===== config.mk =====
export PLATFORM = sky130hd
export DESIGN_NAME = control_puerta
export DESIGN_NICKNAME = d
export VERILOG_FILES = /design/src/rtl/control_puerta_pkg.sv /design/src/rtl/control_puerta_temporizador.sv /design/src/rtl/control_puerta.sv
export SDC_FILE = /design/constraint.sdc
export NUM_CORES = 1
export LEC_CHECK = 0
export CORE_ASPECT_RATIO = 0.7
export CORE_UTILIZATION = 40
export CTS_CLUSTER_SIZE = 10
export DETAILED_ROUTE_END_ITERATION = 8
export PLACE_DENSITY_LB_ADDON = 0.05
export SYNTH_ARGS = -nofsm -noshare
export SYNTH_HDL_FRONTEND = slang
export SYNTH_SLANG_ARGS = --single-unit

===== constraint.sdc =====
create_clock -name clk -period 4.05 [get_ports clk]
set_input_delay 1.215 -clock clk [delete_from_list [all_inputs] [get_ports clk]]
set_output_delay 1.215 -clock clk [all_outputs]
set_load 0.01 [all_outputs]

===== src/rtl/control_puerta_pkg.sv =====
// rtl/control_puerta_pkg.sv - state codes and helpers shared by the door sequencer
//
// Purpose : state encoding for control_puerta (estado debug codes 0..4) and a
//           small constant helper used to size the shared timer.
// Ports   : none (package).
`timescale 1ns/1ps
package control_puerta_pkg;

    localparam int ST_W = 3;

    // Codes are visible on the estado debug port, so they are fixed explicitly.
    typedef enum logic [ST_W-1:0] {
        CERRADA  = 3'd0,
        ABRIENDO = 3'd1,
        ABIERTA  = 3'd2,
        CERRANDO = 3'd3,
        FALLA    = 3'd4
    } estado_t;

    function automatic int max_int(input int a, input int b);
        return (a > b) ? a : b;
    endfunction

endpackage


===== src/rtl/control_puerta_temporizador.sv =====
// rtl/control_puerta_temporizador.sv - cycle counter with clear/enable and terminal compare
//
// Purpose : single timer shared by all timed states of the door sequencer.
//           The owner decides when to clear or advance it and supplies the
//           terminal value for the state it is in.
// Ports   : clk       in  1  rising-edge clock
//           reset     in  1  asynchronous active-low reset (count -> 0)
//           clr       in  1  synchronous clear, wins over en
//           en        in  1  advance the count by one
//           fin_valor in  W  terminal value to compare against
//           fin       out 1  count == fin_valor (combinational)
`timescale 1ns/1ps
module control_puerta_temporizador #(
    parameter int W = 4
) (
    input  logic         clk,
    input  logic         reset,
    input  logic         clr,
    input  logic         en,
    input  logic [W-1:0] fin_valor,
    output logic         fin
);

    logic [W-1:0] cuenta;

    // The owner never enables the count once fin is reached, so no wrap guard
    // is needed here.
    always_ff @(posedge clk or negedge reset) begin
        if (!reset) begin
            cuenta <= '0;
        end else if (clr) begin
            cuenta <= '0;
        end else if (en) begin
            cuenta <= cuenta + 1'b1;
        end
    end

    assign fin = (cuenta == fin_valor);

endmodule


===== src/rtl/control_puerta.sv =====
// rtl/control_puerta.sv - motorised door sequencer (open on motion, timed hold, close, fault latch)
//
// Purpose : Moore FSM driving the open/close motor of one door. Opens on motion,
//           holds open for T_ESPERA idle cycles, closes, re-opens on motion while
//           closing, and latches a fault on travel timeout, contradictory limit
//           switches or more than MAX_REINTENTOS re-opens in one close attempt.
// Ports   : clk          in  1  rising-edge clock
//           reset        in  1  asynchronous active-low reset
//           sm           in  1  motion sensor, 1 = motion
//           sf_abierta   in  1  open limit switch, 1 = fully open
//           sf_cerrada   in  1  closed limit switch, 1 = fully closed
//           borrar       in  1  fault clear, only honoured in FALLA
//           motor_abrir  out 1  drive motor open
//           motor_cerrar out 1  drive motor closed
//           espera       out 1  door held open
//           falla        out 1  latched fault
//           estado       out 3  current state code
`timescale 1ns/1ps
module control_puerta
    import control_puerta_pkg::*;
#(
    parameter int T_ESPERA       = 8,
    parameter int T_MAX_MOV      = 16,
    parameter int MAX_REINTENTOS = 3
) (
    input  logic            clk,
    input  logic            reset,
    input  logic            sm,
    input  logic            sf_abierta,
    input  logic            sf_cerrada,
    input  logic            borrar,
    output logic            motor_abrir,
    output logic            motor_cerrar,
    output logic            espera,
    output logic            falla,
    output logic [ST_W-1:0] estado
);

    localparam int TW = $clog2(max_int(T_ESPERA, T_MAX_MOV));
    localparam int RW = $clog2(MAX_REINTENTOS + 1);

    localparam logic [TW-1:0] FIN_ESPERA = TW'(T_ESPERA - 1);
    localparam logic [TW-1:0] FIN_MOV    = TW'(T_MAX_MOV - 1);
    localparam logic [RW-1:0] REIN_MAX   = RW'(MAX_REINTENTOS);

    estado_t       st, st_n;
    logic [RW-1:0] rein, rein_n;
    logic          tmr_clr, tmr_en, tmr_fin;
    logic [TW-1:0] tmr_cmp;
    logic          ambos_sf;

    // Both limit switches at once is physically impossible: treat as sensor fault.
    assign ambos_sf = sf_abierta & sf_cerrada;

    control_puerta_temporizador #(
        .W (TW)
    ) u_tmr (
        .clk       (clk),
        .reset     (reset),
        .clr       (tmr_clr),
        .en        (tmr_en),
        .fin_valor (tmr_cmp),
        .fin       (tmr_fin)
    );

    always_ff @(posedge clk or negedge reset) begin
        if (!reset) begin
            st   <= CERRADA;
            rein <= '0;
        end else begin
            st   <= st_n;
            rein <= rein_n;
        end
    end

    always_comb begin
        st_n    = st;
        rein_n  = rein;
        tmr_clr = 1'b0;
        tmr_en  = 1'b0;
        tmr_cmp = FIN_MOV;
        case (st)
            CERRADA: begin
                if (sm) begin
                    st_n    = ABRIENDO;
                    tmr_clr = 1'b1;
                end
            end
            ABRIENDO: begin
                if (ambos_sf) begin
                    st_n = FALLA;
                end else if (sf_abierta) begin
                    st_n    = ABIERTA;
                    tmr_clr = 1'b1;
                end else if (tmr_fin) begin
                    st_n = FALLA;
                end else begin
                    tmr_en = 1'b1;
                end
            end
            ABIERTA: begin
                tmr_cmp = FIN_ESPERA;
                if (sm) begin
                    // Any motion restarts the full hold time.
                    tmr_clr = 1'b1;
                end else if (tmr_fin) begin
                    st_n    = CERRANDO;
                    tmr_clr = 1'b1;
                end else begin
                    tmr_en = 1'b1;
                end
            end
            CERRANDO: begin
                // Motion is checked before sf_cerrada so a person caught at the
                // last moment still re-opens the door.
                if (ambos_sf) begin
                    st_n = FALLA;
                end else if (sm && (rein == REIN_MAX)) begin
                    st_n = FALLA;
                end else if (sm) begin
                    st_n    = ABRIENDO;
                    rein_n  = rein + 1'b1;
                    tmr_clr = 1'b1;
                end else if (sf_cerrada) begin
                    st_n   = CERRADA;
                    rein_n = '0;
                end else if (tmr_fin) begin
                    st_n = FALLA;
                end else begin
                    tmr_en = 1'b1;
                end
            end
            FALLA: begin
                if (borrar) begin
                    st_n    = CERRADA;
                    rein_n  = '0;
                    tmr_clr = 1'b1;
                end
            end
            default: begin
                st_n = FALLA;
            end
        endcase
    end

    // Outputs are registered from the next state so they change on the same
    // edge as estado; the decode is one-hot so the motors cannot both be on.
    always_ff @(posedge clk or negedge reset) begin
        if (!reset) begin
            motor_abrir  <= 1'b0;
            motor_cerrar <= 1'b0;
            espera       <= 1'b0;
            falla        <= 1'b0;
        end else begin
            motor_abrir  <= (st_n == ABRIENDO);
            motor_cerrar <= (st_n == CERRANDO);
            espera       <= (st_n == ABIERTA);
            falla        <= (st_n == FALLA);
        end
    end

    assign estado = st;

endmodule


# --- After elaboration in Yosys (flattened, before gate mapping) ---
# Cells that the tools add are included.
op_classes:
  n_reduce_logical: 5
  muxes: 39
  eq_ne: 14
  order_cmp: 0
  n_shift: 0
  div: 0
  n_addsub: 2
  bitwise: 1
  mul: 0
ops:
  columns: ["op", "n"]
  rows:
  - ["2-to-1 mux 3 bit", 11]
  - ["2-to-1 mux 1 bit", 16]
  - ["case mux 3 bit (5 select lines)", 1]
  - ["equality test 3 x 2 -> 1 bit (second input constant)", 4]
  - ["2-to-1 mux 4 bit", 3]
  - ["2-to-1 mux 2 bit", 5]
  - ["equality test 3 x 1 -> 1 bit (second input constant)", 2]
  - ["equality test 3 bit (second input constant)", 2]
  - ["!= test 2 bit (second input constant)", 3]
  - ["case mux 1 bit (5 select lines)", 1]
  - ["AND reduction 5 bit", 1]
  - ["adder 4 x 1 -> 4 bit (second input constant)", 1]
  - ["equality test 4 bit", 1]
  - ["case mux 2 bit (2 select lines)", 1]
  - ["nonzero test 2 bit", 2]
  - ["logical NOT 3 bit", 1]
  - ["!= test 3 bit (second input constant)", 1]
  - ["case mux 1 bit (3 select lines)", 1]
  - ["adder 2 x 1 -> 2 bit (second input constant)", 1]
  - ["equality test 2 bit (second input constant)", 1]
  - ["bitwise AND 1 bit", 1]
  - ["logical AND 1 bit", 1]
word_totals:
  output_inout_bits: 7
  wordCells: 68
  latch_bits: 0
  register_bits: 13
  n_memories: 0
  ram_bits: 0
  romBits: 0

# --- Depth between registers and ports, before layout ---
depth:
  ltp_word: 11
  depth_mapped: 7
  depth_no_buf: 6

# --- By module ---
# From an unflattened synthesis, not the netlist that was laid out.
unflattened:
  hier_cells: 83
  area_unflattened_um2: 779.5
by_module_without_submodules:
  columns: ["mod", "instances", "area_per_inst_um2", "cells_per_inst"]
  rows:
  - ["control_puerta", 1, 545.5, 62]
  - ["control_puerta_temporizador", 1, 234.0, 21]

# --- Worst setup path before layout ---
# OpenSTA, ideal clock, no wires.
synth_path:
  path_type: "input-to-reg"
  from: "input sf_abierta"
  to: "register u_tmr.cuenta[3]"
  setup_time_ns: 0.078
  t_required_ns: 3.972
  path_slack_ns: 1.726
  t_arrival_ns: 2.246
  cell_stages: 5
  path_buffers: 0
  path_cell_list: "nor2_1 -> a32oi_1 -> a311o_1 -> or3_1 -> a21oi_1"
synth_between:
  elab_chain_cells: 4
synth_lines:
  columns: ["element", "line_no", "rtl"]
  rows:
  - ["from (decl)", "control_puerta.sv:29", "input logic sf_abierta,"]
  - ["bitwise AND 1 bit or 2-to-1 mux 1 bit (tied branches)", "control_puerta.sv:53, control_puerta.sv:92", null]
  - ["2-to-1 mux 1 bit, on equally long branches", "control_puerta.sv:116, control_puerta.sv:90", null]
  - ["case mux 1 bit (5 select lines) or case mux 1 bit (3 select lines) (tied branches)", "control_puerta.sv:82", "case (st)"]
  - ["2-to-1 mux 4 bit or nonzero test 2 bit (tied branches)", null, null]
  - ["to (signal assigned)", "control_puerta_temporizador.sv:34", "cuenta <= cuenta + 1'b1;"]
  - ["to (decl)", "control_puerta_temporizador.sv:24", "logic [W-1:0] cuenta;"]
# Parallel ways exist; a longest one is shown, timed or not.
# A chain may end at the register's enable or synchronous reset.

# --- Final worst setup path ---
layout_path:
  from: "input sm"
  to: "register espera"
layout_between:
  elab_chain_cells: 5
layout_lines:
  columns: ["element", "line_no", "rtl"]
  rows:
  - ["from (decl)", "control_puerta.sv:28", "input logic sm,"]
  - ["2-to-1 mux 3 bit or logical AND 1 bit (tied branches)", "control_puerta.sv:120, control_puerta.sv:118", null]
  - ["2-to-1 mux 3 bit", "control_puerta.sv:118", "end else if (sm && (rein == REIN_MAX)) begin"]
  - ["2-to-1 mux 3 bit", "control_puerta.sv:116", "if (ambos_sf) begin"]
  - ["case mux 3 bit (5 select lines) *", "control_puerta.sv:82", null]
  - ["via st_n[0]", "control_puerta.sv:46", "estado_t st, st_n;"]
  - ["equality test 3 x 2 -> 1 bit *", "control_puerta.sv:157", "espera <= (st_n == ABIERTA);"]
  - ["to (signal assigned)", "control_puerta.sv:157", null]
  - ["to (decl)", "control_puerta.sv:34", "output logic espera,"]
# The timed path passes the listed nets; every way through them passes the cells marked *.

==> out/metrics.csv <==
metric;value;unit
outcome;finished clean;
Final Slew Violations;0;
largest net degree at the start of global routing;16;
Pwr Density;615;nW/µm²
Setup CP Type;in -> reg;
Design Area, Final;898;µm²
peak supply drop;0.324;mV
register area;325;µm²
Clock transition at path regs;80;ps
wire length per cell;12.9;µm
Synth top cells by count;dfrtp_1 (13), nor2_1 (9), inv_1 (7), nand2_1 (7), a21oi_1 (5);
DRT antenna net count;0;
cts repair resizes;0;
CP max FO;6;
max cap viols;0;
clock sinks;13;
post-layout util;53.9;%
Worst R2R Setup Slack;2120;ps
share of layout cells above drive strength 1;5.21;%
layout filler cell count;155;
Final Hold Viols;0;
most frequent cell after synthesis;dfrtp_1;
setup_tns;0;ps
Slew @ Worst Pin;593;ps
vias in the first global route;516;
register area share after synthesis;43.8;%
Hold Crit Class;reg -> reg;
grt total ovfl;0;
Iter 0 DRT Violations;42;
Reg-to-Reg Start;estado[0]$_DFF_PN0_;
Async SR Flop Fraction;100;%
IO buf count;12;
Synthesized Nets;91;
total die area;2030;µm²
vias post-DR;667;
first-pass GRT wire length;2.36;mm
gr usage total;17.3;%
first-pass iteration count of the detailed router;4;
Worst Hold Depth;1;
# Post-CTS Setup Buffers;0;
CP Launch Type;primary input;
fin crit share;66.8;%
flops & latches, synth;13;
Multi-input gate area;374;µm²
FF-to-FF path depth;5;
CTS tree;built;
EDFF count, synth;0;
synth top area cells;dfrtp_1 (44%), a311oi_1 (4.7%), nor2_1 (4.6%);
number of diodes;0;
row count;12;
Setup-failing EPs final;0;
Synth warnings;0;
CP required;4250;ps
area grow syn2layout;21.1;%
Crit Reg-Reg Endpoint;u_tmr.cuenta[3]$_DFFE_PN0P_;
die width;53.5;µm
Vias/cell;5.70;
Longest Clk Path Bufs;2;
Clock Skew;6.51;ps
Starting Density;44.5;%
highest clock rate;0.370;GHz
clk_lat worst skew;270;ps
RSZ-0062 raised after global routing;no;
drt total wl;1.51;mm
CTS root buf;clkbuf_4;
leakage power;0.394;nW
Top-Level Pins;13;
share of the synthesized area in the top cell type;43.8;%
Final HPWL DP;1.12;mm
Slew headroom;60.3;%
antenna violations before repair;0;
# hold bufs at CTS;0;
WP data arrival;2910;ps
Mapped Area;742;µm²
DRC;0;
Worst Hold Endpoint;rein[1]$_DFFE_PN0P_;
CTS Buf Count;3;
Period minus WS final;2700;ps
top cell type by total area after synthesis;dfrtp_1;
post-synthesis average cell area;8.94;µm²
Core Box Area;1670;µm²
library cells used by synthesis;32;
Min-Delay Startpoint;rein[1]$_DFFE_PN0P_;
htree depth;1;
Routability Congestion;0.924;
Gate Count Post-Synth;83;
nets;105;
DP Area;872;µm²
Die Ht;38.0;µm
CP endpoint kind;flop;
main flop type after synthesis;dfrtp_1;
[flip-flops by register name, indices dropped and copies added (netlist names)]
signal / flops
motor_abrir: 1
u_tmr.cuenta: 4
rein: 2
motor_cerrar: 1
estado: 3
falla: 1
espera: 1
[area by class of cell]
cell class / count / area share, %
multi-input combinational: 60 / 41.6
sequential: 13 / 36.2
timing repair buffer: 12 / 13.4
clock buffer: 4 / 2.92
inverter: 7 / 2.92
tap: 21 / 2.92
[cells in the final DEF (no fill, tap or decap)]
master / count
clkdlybuf4s50_1: 12
a311oi_1: 4
and2b_1: 1
nor2b_1: 1
nor2_1: 9
nand4_1: 1
xnor2_1: 2
clkbuf_1: 1
o22ai_1: 2
or3_1: 1
nor3b_1: 2
a31oi_1: 1
and2_1: 1
inv_1: 7
dfrtp_1: 13
a32oi_1: 1
a22o_1: 1
a21oi_1: 5
nand3b_1: 1
ha_1: 2
nand3_1: 3
and3_1: 2
o2bb2ai_1: 1
nor3_1: 2
mux2_2: 1
o21ai_0: 4
clkbuf_4: 3
nand2b_2: 1
nor4b_1: 1
a211oi_1: 2
nand2_1: 7
a311o_1: 1
[stage by stage]
step	hold slack (ps)	std cells	total power [mW]	worst slack, ps
floorplan	470	83	0.387	1730
global placement	493	113	0.478	1120
detailed placement	490	113	0.478	1080
CTS	516	117	0.557	1360
global route	548	117	0.599	1150
finish	508	117	0.553	1350
[worst max-delay path by stage]
stage	start	to	slack [ps]	depth (start not counted)
after floorplan	sf_abierta	u_tmr.cuenta[3]$_DFFE_PN0P_	1730	5
after global placement	sf_abierta	u_tmr.cuenta[3]$_DFFE_PN0P_	1120	6
after detailed placement	sm	espera$_DFF_PN0_	1080	7
after CTS	sm	espera$_DFF_PN0_	1360	7
after global routing	sm	espera$_DFF_PN0_	1150	7
final	sm	espera$_DFF_PN0_	1350	7
[kinds of logic (layout without fill, tap and decap cells)]
group / count (synthesis) / after routing / share of synthesized area (%)
fa+ha+maj: 2 / 2 / 3.37
compound gates: 22 / 22 / 20.2
simple gates: 33 / 33 / 22.9
xor+xnor: 2 / 2 / 2.36
buf+inv: 10 / 23 / 5.73
mux: 1 / 1 / 1.52
flops: 13 / 13 / 43.8
[critical path: stages]
cell and delay (ps):
clkdlybuf4s50_1 570, nor3b_1 90, o21ai_0 280, nor3_1 80, a311oi_1 450, inv_1 120
nor2_1 110
[routing by layer]
layer / wire, µm / GRT usage (%) / vias up
li1: - / - / 333
met1: 720 / 23.8 / 306
met2: 626 / 23.8 / 26
met3: 148 / 7.54 / 2
met4: 11 / 5.92 / 0
met5: 0 / 0 / -
[power breakdown]
part	internal, mW	total, mW	switching, mW	leakage, nW
Combinational	0.126	0.247	0.121	0.205
Sequential	0.172	0.229	0.0571	0.174
Clock	0.0382	0.0768	0.0386	0.0150
No activity file was read; power rests on OpenSTA's default activity.
